`config.mk`:
```
export PLATFORM = sky130hd
export DESIGN_NAME = tdm_demux4
export DESIGN_NICKNAME = d
export VERILOG_FILES = /design/src/rtl/tdm_pkg.sv /design/src/rtl/tdm_demux4.sv
export SDC_FILE = /design/constraint.sdc
export NUM_CORES = 1
export LEC_CHECK = 0
export CORE_MARGIN = 2
export CORE_UTILIZATION = 46
export DETAILED_ROUTE_END_ITERATION = 6
export GPL_ROUTABILITY_DRIVEN = 0
export PLACE_DENSITY_LB_ADDON = 0.15
export RECOVER_POWER = 25
export SYNTH_ARGS = -nofsm -noshare
export SYNTH_HDL_FRONTEND = slang
export SYNTH_SLANG_ARGS = --single-unit
export TNS_END_PERCENT = 30
```
`constraint.sdc`:
```
create_clock -name clk -period 2.1 [get_ports clk]
set_input_delay 0.21 -clock clk [delete_from_list [all_inputs] [get_ports clk]]
set_output_delay 0.21 -clock clk [all_outputs]
set_load 0.005 [all_outputs]
```
`src/rtl/tdm_pkg.sv`:
```
// Shared definitions for the TDM lane serializer/deserializer pair.
// Both link directions use this package.
package tdm_pkg;

    localparam int LANES_DEF = 4;
    localparam int SEL_W_DEF = $clog2(LANES_DEF);

    typedef enum logic [0:0] {
        ST_HUNT   = 1'b0,
        ST_LOCKED = 1'b1
    } state_t;

    typedef logic [SEL_W_DEF-1:0] slot_t;

endpackage

```
`src/rtl/tdm_demux4.sv`:
```
// Receive-side TDM demultiplexer: tracks slot position from frame_sync,
// reassembles LANES serial bits into a word and offers it over valid/ready.
module tdm_demux4
    import tdm_pkg::*;
#(
    parameter int  LANES = LANES_DEF,
    localparam int SEL_W = $clog2(LANES)
) (
    input  logic             clk,
    input  logic             rst_n,
    input  logic             din,
    input  logic             din_valid,
    input  logic             frame_sync,
    output logic [LANES-1:0] dout,
    output logic             dout_valid,
    input  logic             dout_ready,
    output logic             locked,
    output logic             sync_err,
    output logic             overrun,
    input  logic             clr_overrun
);

    state_t             state_r, state_s;
    logic [SEL_W-1:0]   slot_r, slot_s;
    logic [LANES-1:0]   acc_r, acc_s;
    logic [LANES-1:0]   dout_r, dout_s;
    logic               dout_valid_r, dout_valid_s;
    logic               locked_r;
    logic               sync_err_r, sync_err_s;
    logic               overrun_r, overrun_s;
    logic               complete_s;
    logic               drop_s;
    logic [LANES-1:0]   word_s;

    // Slot tracking, lane accumulation and frame completion detection.
    always_comb begin
        state_s    = state_r;
        slot_s     = slot_r;
        acc_s      = acc_r;
        complete_s = 1'b0;
        sync_err_s = 1'b0;
        word_s     = {din, acc_r[LANES-2:0]};
        if (din_valid) begin
            case (state_r)
                ST_HUNT: begin
                    if (frame_sync) begin
                        acc_s    = '0;
                        acc_s[0] = din;
                        slot_s   = SEL_W'(1);
                        state_s  = ST_LOCKED;
                    end else begin
                        state_s = ST_HUNT;
                    end
                end
                ST_LOCKED: begin
                    // A sync mid-frame restarts the frame at slot 0 with this beat.
                    if (frame_sync && (slot_r != SEL_W'(0))) begin
                        sync_err_s = 1'b1;
                        acc_s      = '0;
                        acc_s[0]   = din;
                        slot_s     = SEL_W'(1);
                    end else begin
                        acc_s[slot_r] = din;
                        slot_s        = slot_r + SEL_W'(1);
                        if (slot_r == SEL_W'(LANES - 1)) begin
                            complete_s = 1'b1;
                        end else begin
                            complete_s = 1'b0;
                        end
                    end
                end
                default: begin
                    state_s = ST_HUNT;
                    slot_s  = SEL_W'(0);
                end
            endcase
        end else begin
            state_s = state_r;
        end
    end

    // Output handshake: load on completion if the slot is free, else flag overrun.
    always_comb begin
        dout_s       = dout_r;
        dout_valid_s = dout_valid_r;
        drop_s       = 1'b0;
        if (complete_s) begin
            if (!dout_valid_r || dout_ready) begin
                dout_s       = word_s;
                dout_valid_s = 1'b1;
            end else begin
                drop_s = 1'b1;
            end
        end else if (dout_valid_r && dout_ready) begin
            dout_valid_s = 1'b0;
        end else begin
            dout_valid_s = dout_valid_r;
        end
        if (drop_s) begin
            overrun_s = 1'b1;
        end else if (clr_overrun) begin
            overrun_s = 1'b0;
        end else begin
            overrun_s = overrun_r;
        end
    end

    // State and output registers.
    always_ff @(posedge clk or negedge rst_n) begin
        if (!rst_n) begin
            state_r      <= ST_HUNT;
            slot_r       <= SEL_W'(0);
            acc_r        <= '0;
            dout_r       <= '0;
            dout_valid_r <= 1'b0;
            locked_r     <= 1'b0;
            sync_err_r   <= 1'b0;
            overrun_r    <= 1'b0;
        end else begin
            state_r      <= state_s;
            slot_r       <= slot_s;
            acc_r        <= acc_s;
            dout_r       <= dout_s;
            dout_valid_r <= dout_valid_s;
            locked_r     <= (state_s == ST_LOCKED);
            sync_err_r   <= sync_err_s;
            overrun_r    <= overrun_s;
        end
    end

    assign dout       = dout_r;
    assign dout_valid = dout_valid_r;
    assign locked     = locked_r;
    assign sync_err   = sync_err_r;
    assign overrun    = overrun_r;

endmodule

```
# After elaboration in Yosys (flattened, before gate mapping)
# Index checks and enable logic that the tools add are counted.
dict set report classes {
  add_sub_neg 1
  mul 0
  n_div 0
  magnitude_cmp 2
  n_eq_ne 3
  n_shift 0
  muxes 25
  n_bitwise 1
  n_reduce_logical 11
}
# op count
set op_table {}
lappend op_table {{$mux 1} 17}
lappend op_table {{$mux 4} 2}
lappend op_table {{$pmux 4 s2} 1}
lappend op_table {{$reduce_and 2->1} 3}
lappend op_table {{$reduce_bool 2->1} 3}
lappend op_table {{$bwmux 4} 1}
lappend op_table {{$mux 2} 2}
lappend op_table {{$pmux 2 s2} 1}
lappend op_table {{$logic_and 1x1->1} 3}
lappend op_table {{$lt 2x3->1 const B} 1}
lappend op_table {{$add 2x1->2 const B} 1}
lappend op_table {{$demux 1 s2} 1}
lappend op_table {{$eq 2x2->1 const B} 1}
lappend op_table {{$ge 2x1->1 const B} 1}
lappend op_table {{$ne 2x1->1 const B} 1}
lappend op_table {{$ne 2x2->1 const B} 1}
lappend op_table {{$logic_not 1->1} 1}
lappend op_table {{$logic_or 1x1->1} 1}
lappend op_table {{$not 1->1} 1}
dict set report totals {
  ff_bits 14
  latchBits 0
  ramBits 0
  romBits 0
  input_bits 7
  out_inout_bits 8
  word_cells 50
  n_memories 0
}

# Logic depth before layout (Yosys ltp)
dict set report depth {
  depth_word 7
  depth_mapped 5
  depth_no_buf 5
}

# Worst setup path before layout
# Ideal clock, no wire load.
dict set report synth_timing {
  path_type {flip-flop to flip-flop}
  start {register slot_r[0]}
  end {register dout_r[0] (netlist: dout[0])}
  setup_ps 125
  arrival_time_ps 1351
  required_ps 1975
  setup_slack_ps 624
  path_stages_with_launch 6
  n_path_buf 0
  synth_period_minus_slack_ps 1476
  path_cell_list {dfrtp_1 > inv_1 > ha_1 > nand2b_1 > nand4_4 > mux2_2}
}
dict set report synth_between {
  elab_chain_cells 6
  word_cells_on_any_way 8
  classes_between {eq/ne (1); mux (4); reduce/logical (3)}
}
# item line_no
set synth_lines {}
lappend synth_lines {{from (decl)} tdm_demux4.sv:24} ;# logic [SEL_W-1:0] slot_r, slot_s;
lappend synth_lines {{from (signal assigned)} tdm_demux4.sv:121} ;# slot_r <= slot_s;
lappend synth_lines {{$eq 2x2->1 / $reduce_bool 2->1 (equally long branches)} {tdm_demux4.sv:65, tdm_demux4.sv:57}}
lappend synth_lines {{$mux 1 / $logic_and 1x1->1 (equally long branches)} {tdm_demux4.sv:65, tdm_demux4.sv:57}}
lappend synth_lines {{$mux 1 *} tdm_demux4.sv:57} ;# if (frame_sync && (slot_r != SEL_W'(0))) begin
lappend synth_lines {{$mux 1 *} tdm_demux4.sv:44} ;# case (state_r)
lappend synth_lines {{$mux 1 *} tdm_demux4.sv:43} ;# if (din_valid) begin
lappend synth_lines {{$reduce_and 2->1 (no source line) *} --}
lappend synth_lines {{to (signal assigned)} tdm_demux4.sv:123} ;# dout_r <= dout_s;
lappend synth_lines {{to (decl)} tdm_demux4.sv:26} ;# logic [LANES-1:0] dout_r, dout_s;
# Mark *: on every way between the ends. The rest lies on a longest branch, timed or not.
# A chain may end at the register's enable or synchronous reset.

# Worst setup path in the final report
# Same ends and word-level chain as after synthesis.

==> results.json <==
{
  "synth_area_per_cell_um2": 11.8,
  "slew_headroom": 0.618,
  "status": "completed",
  "vias": 425,
  "numPortBuffers": 14,
  "path_cells": "inv_1 -> ha_1 -> nand2b_1 -> nand4_4 -> mux2_2",
  "place.detailed.hpwl_um": 809,
  "h-tree-depth": 1,
  "chipWidth_um": 40.8,
  "cp_slowest_cell": "dfrtp_1",
  "grt-ovfl-total": 0,
  "grt_pass1_vias": 384,
  "path_class": "register to register",
  "cts_tree": "done",
  "synth_top_area_share": 0.521,
  "setup_tns_ps": 0,
  "clk_pin_slew_ps": 80,
  "crit_required_ps": 2260,
  "cts.path.max_buffers": 2,
  "synth_top_area_cell": "dfrtp_1",
  "grt_start_max_net_pins": 14,
  "route.detailed.drc": 0,
  "reg2reg_slack_ps": 500,
  "power_uw": 845,
  "ctsResizeCount": 0,
  "clkLatencyLatePin_ps": 270,
  "drive_gt1_frac": 0.157,
  "die_area_um2": 1670,
  "antenna_found_initial": 0,
  "critical_path.max_fanout": 7,
  "diodes": 0,
  "vias_per_cell": 5.00,
  "setup_viol": 0,
  "ys_ff_latch": 13,
  "rsz0062_at_grt": "no",
  "start_util": 0.486,
  "nets": 82,
  "drt_iter0_drc": 6,
  "critPathTopFamily": "flip-flops",
  "numCtsBuffers": 3,
  "ant_nets": 0,
  "min_period_ps": 1600,
  "hold_viol": 0,
  "ys_seq_area_frac": 0.521,
  "cts_hold_buf": 0,
  "setup_ws_ps": 500,
  "slew_viol_final": 0,
  "pre_cts_slack_ps": 474,
  "start_kind": "register",
  "max_stage_delay_ps": 450,
  "post_synth_num_cell_types": 20,
  "clock_skew_ps": 2.77,
  "drt_wl_total_um": 1030,
  "synth_area_um2": 624,
  "crit_buf_inv": 1,
  "rows": 13,
  "post_cts_buffers": 0,
  "p_leak_nw": 0.367,
  "yosys_warnings": 0,
  "cp.arrival_ps": 1760,
  "grt_pass1_wl_um": 1620,
  "die_y_um": 40.8,
  "syn_nets": 64,
  "drv_cap": 0,
  "synthToLayoutAreaGrowth_pct": 28.9,
  "max_slew.worst_pin.slew_ps": 571,
  "drt_pre_antenna_iters": 2,
  "cp-end-kind": "register",
  "synth_area_leaders": "dfrtp_1 (52%), mux2_2 (9.0%), ha_1 (8.0%)",
  "core_um2": 1280,
  "cts.root.buffer_cell": "clkbuf_4",
  "powerDensity_nw_per_um2": 1050,
  "ir_worst_vdd_v": 0.000536,
  "wl_per_cell_um": 12.1,
  "fmax_mhz": 625,
  "postSynthCellCount": 53,
  "cts.sinks": 13,
  "worst_hold_path_type": "input pin to async pin",
  "track_usage": 0.156,
  "num_io_pins": 15,
  "finalCritPeriodShare": 0.762
}
## final cells by class
class	instances	area (um2)
Clock buffer	4	26.3
Timing Repair Buffer	14	140
Sequential cell	13	325
Fill cell	102	480
Tap cell	15	18.8
Multi-Input combinational cell	36	283
Inverter	3	11.3
## kinds of logic after synthesis
family	after synthesis	synth area share
adder cells (fa/ha/maj)	4	0.0802
AND/OR/NAND/NOR	17	0.162
flip-flops	13	0.521
AO/OA/AOI/OAI	8	0.0882
multiplexers	7	0.122
buffers and inverters	4	0.0260
## metal layers
layer | global-route usage | vias up | wire, um
met1 | 0.205 | 198 | 436
li1 | - | 219 | -
met2 | 0.230 | 6 | 549
met3 | 0.0489 | 2 | 37
met4 | 0.0750 | 0 | 4
met5 | 0 | - | 0
## synthesized netlist by cell type, drive strengths merged
master and instances:
dfrtp 13, mux2 5, nor2 5, ha 4
inv 3, nand2 3, nand2b 3, and2 2
mux2i 2, nand3 2, o211ai 2, o21ai 2
a21oi 1, a311oi 1, a32o 1, buf 1
nand4 1, o22ai 1, or2 1
## cell usage in the layout, fill, tap and decap left out, drive strengths merged
cell type       n
o22ai           1
mux2            5
a32o            1
a311oi          1
or2             1
a21oi           1
clkdlybuf4s50  13
nor2            5
dfrtp          13
ha              4
nand2b          3
and2            2
clkbuf          4
nand2           3
mux2i           2
dlygate4sd3     1
inv             3
nand4           1
o211ai          2
nand3           2
o21ai           2
## final timing paths
check / start / endpoint / cells past startpoint
min reg2reg: dout[3] / dout[3] / 1
min: rst_n / slot_r[0] / 1
max: slot_r[0] / dout[0] / 5
max reg2reg: slot_r[0] / dout[0] / 5
max in group asynchronous: rst_n / slot_r[1] / 1
min in group clk: dout[3] / dout[3] / 1
## state kept, by name, summed over array words and instances, names as in the netlist
signal      flops
dout_valid      1
acc_r           3
locked          1
dout            4
slot_r          2
sync_err        1
overrun         1
## power breakdown
group	leakage (nW)	switching (mW)	internal [mW]	total, mW
registers	0.162	0.0562	0.333	0.389
clock network	0.0150	0.0753	0.0735	0.149
logic	0.190	0.122	0.185	0.307
## stage by stage
step,area (um2),utilization,hold slack [ps],instances
3_3_place_gp,778,0.606,495,81
4_1_cts,805,0.626,323,85
6_report,805,0.626,369,85
2_1_floorplan,624,-,-85.6,53
3_5_place_dp,778,0.606,498,81
5_1_grt,805,0.626,435,85
Note: power is estimated with default switching activity, not from simulation.
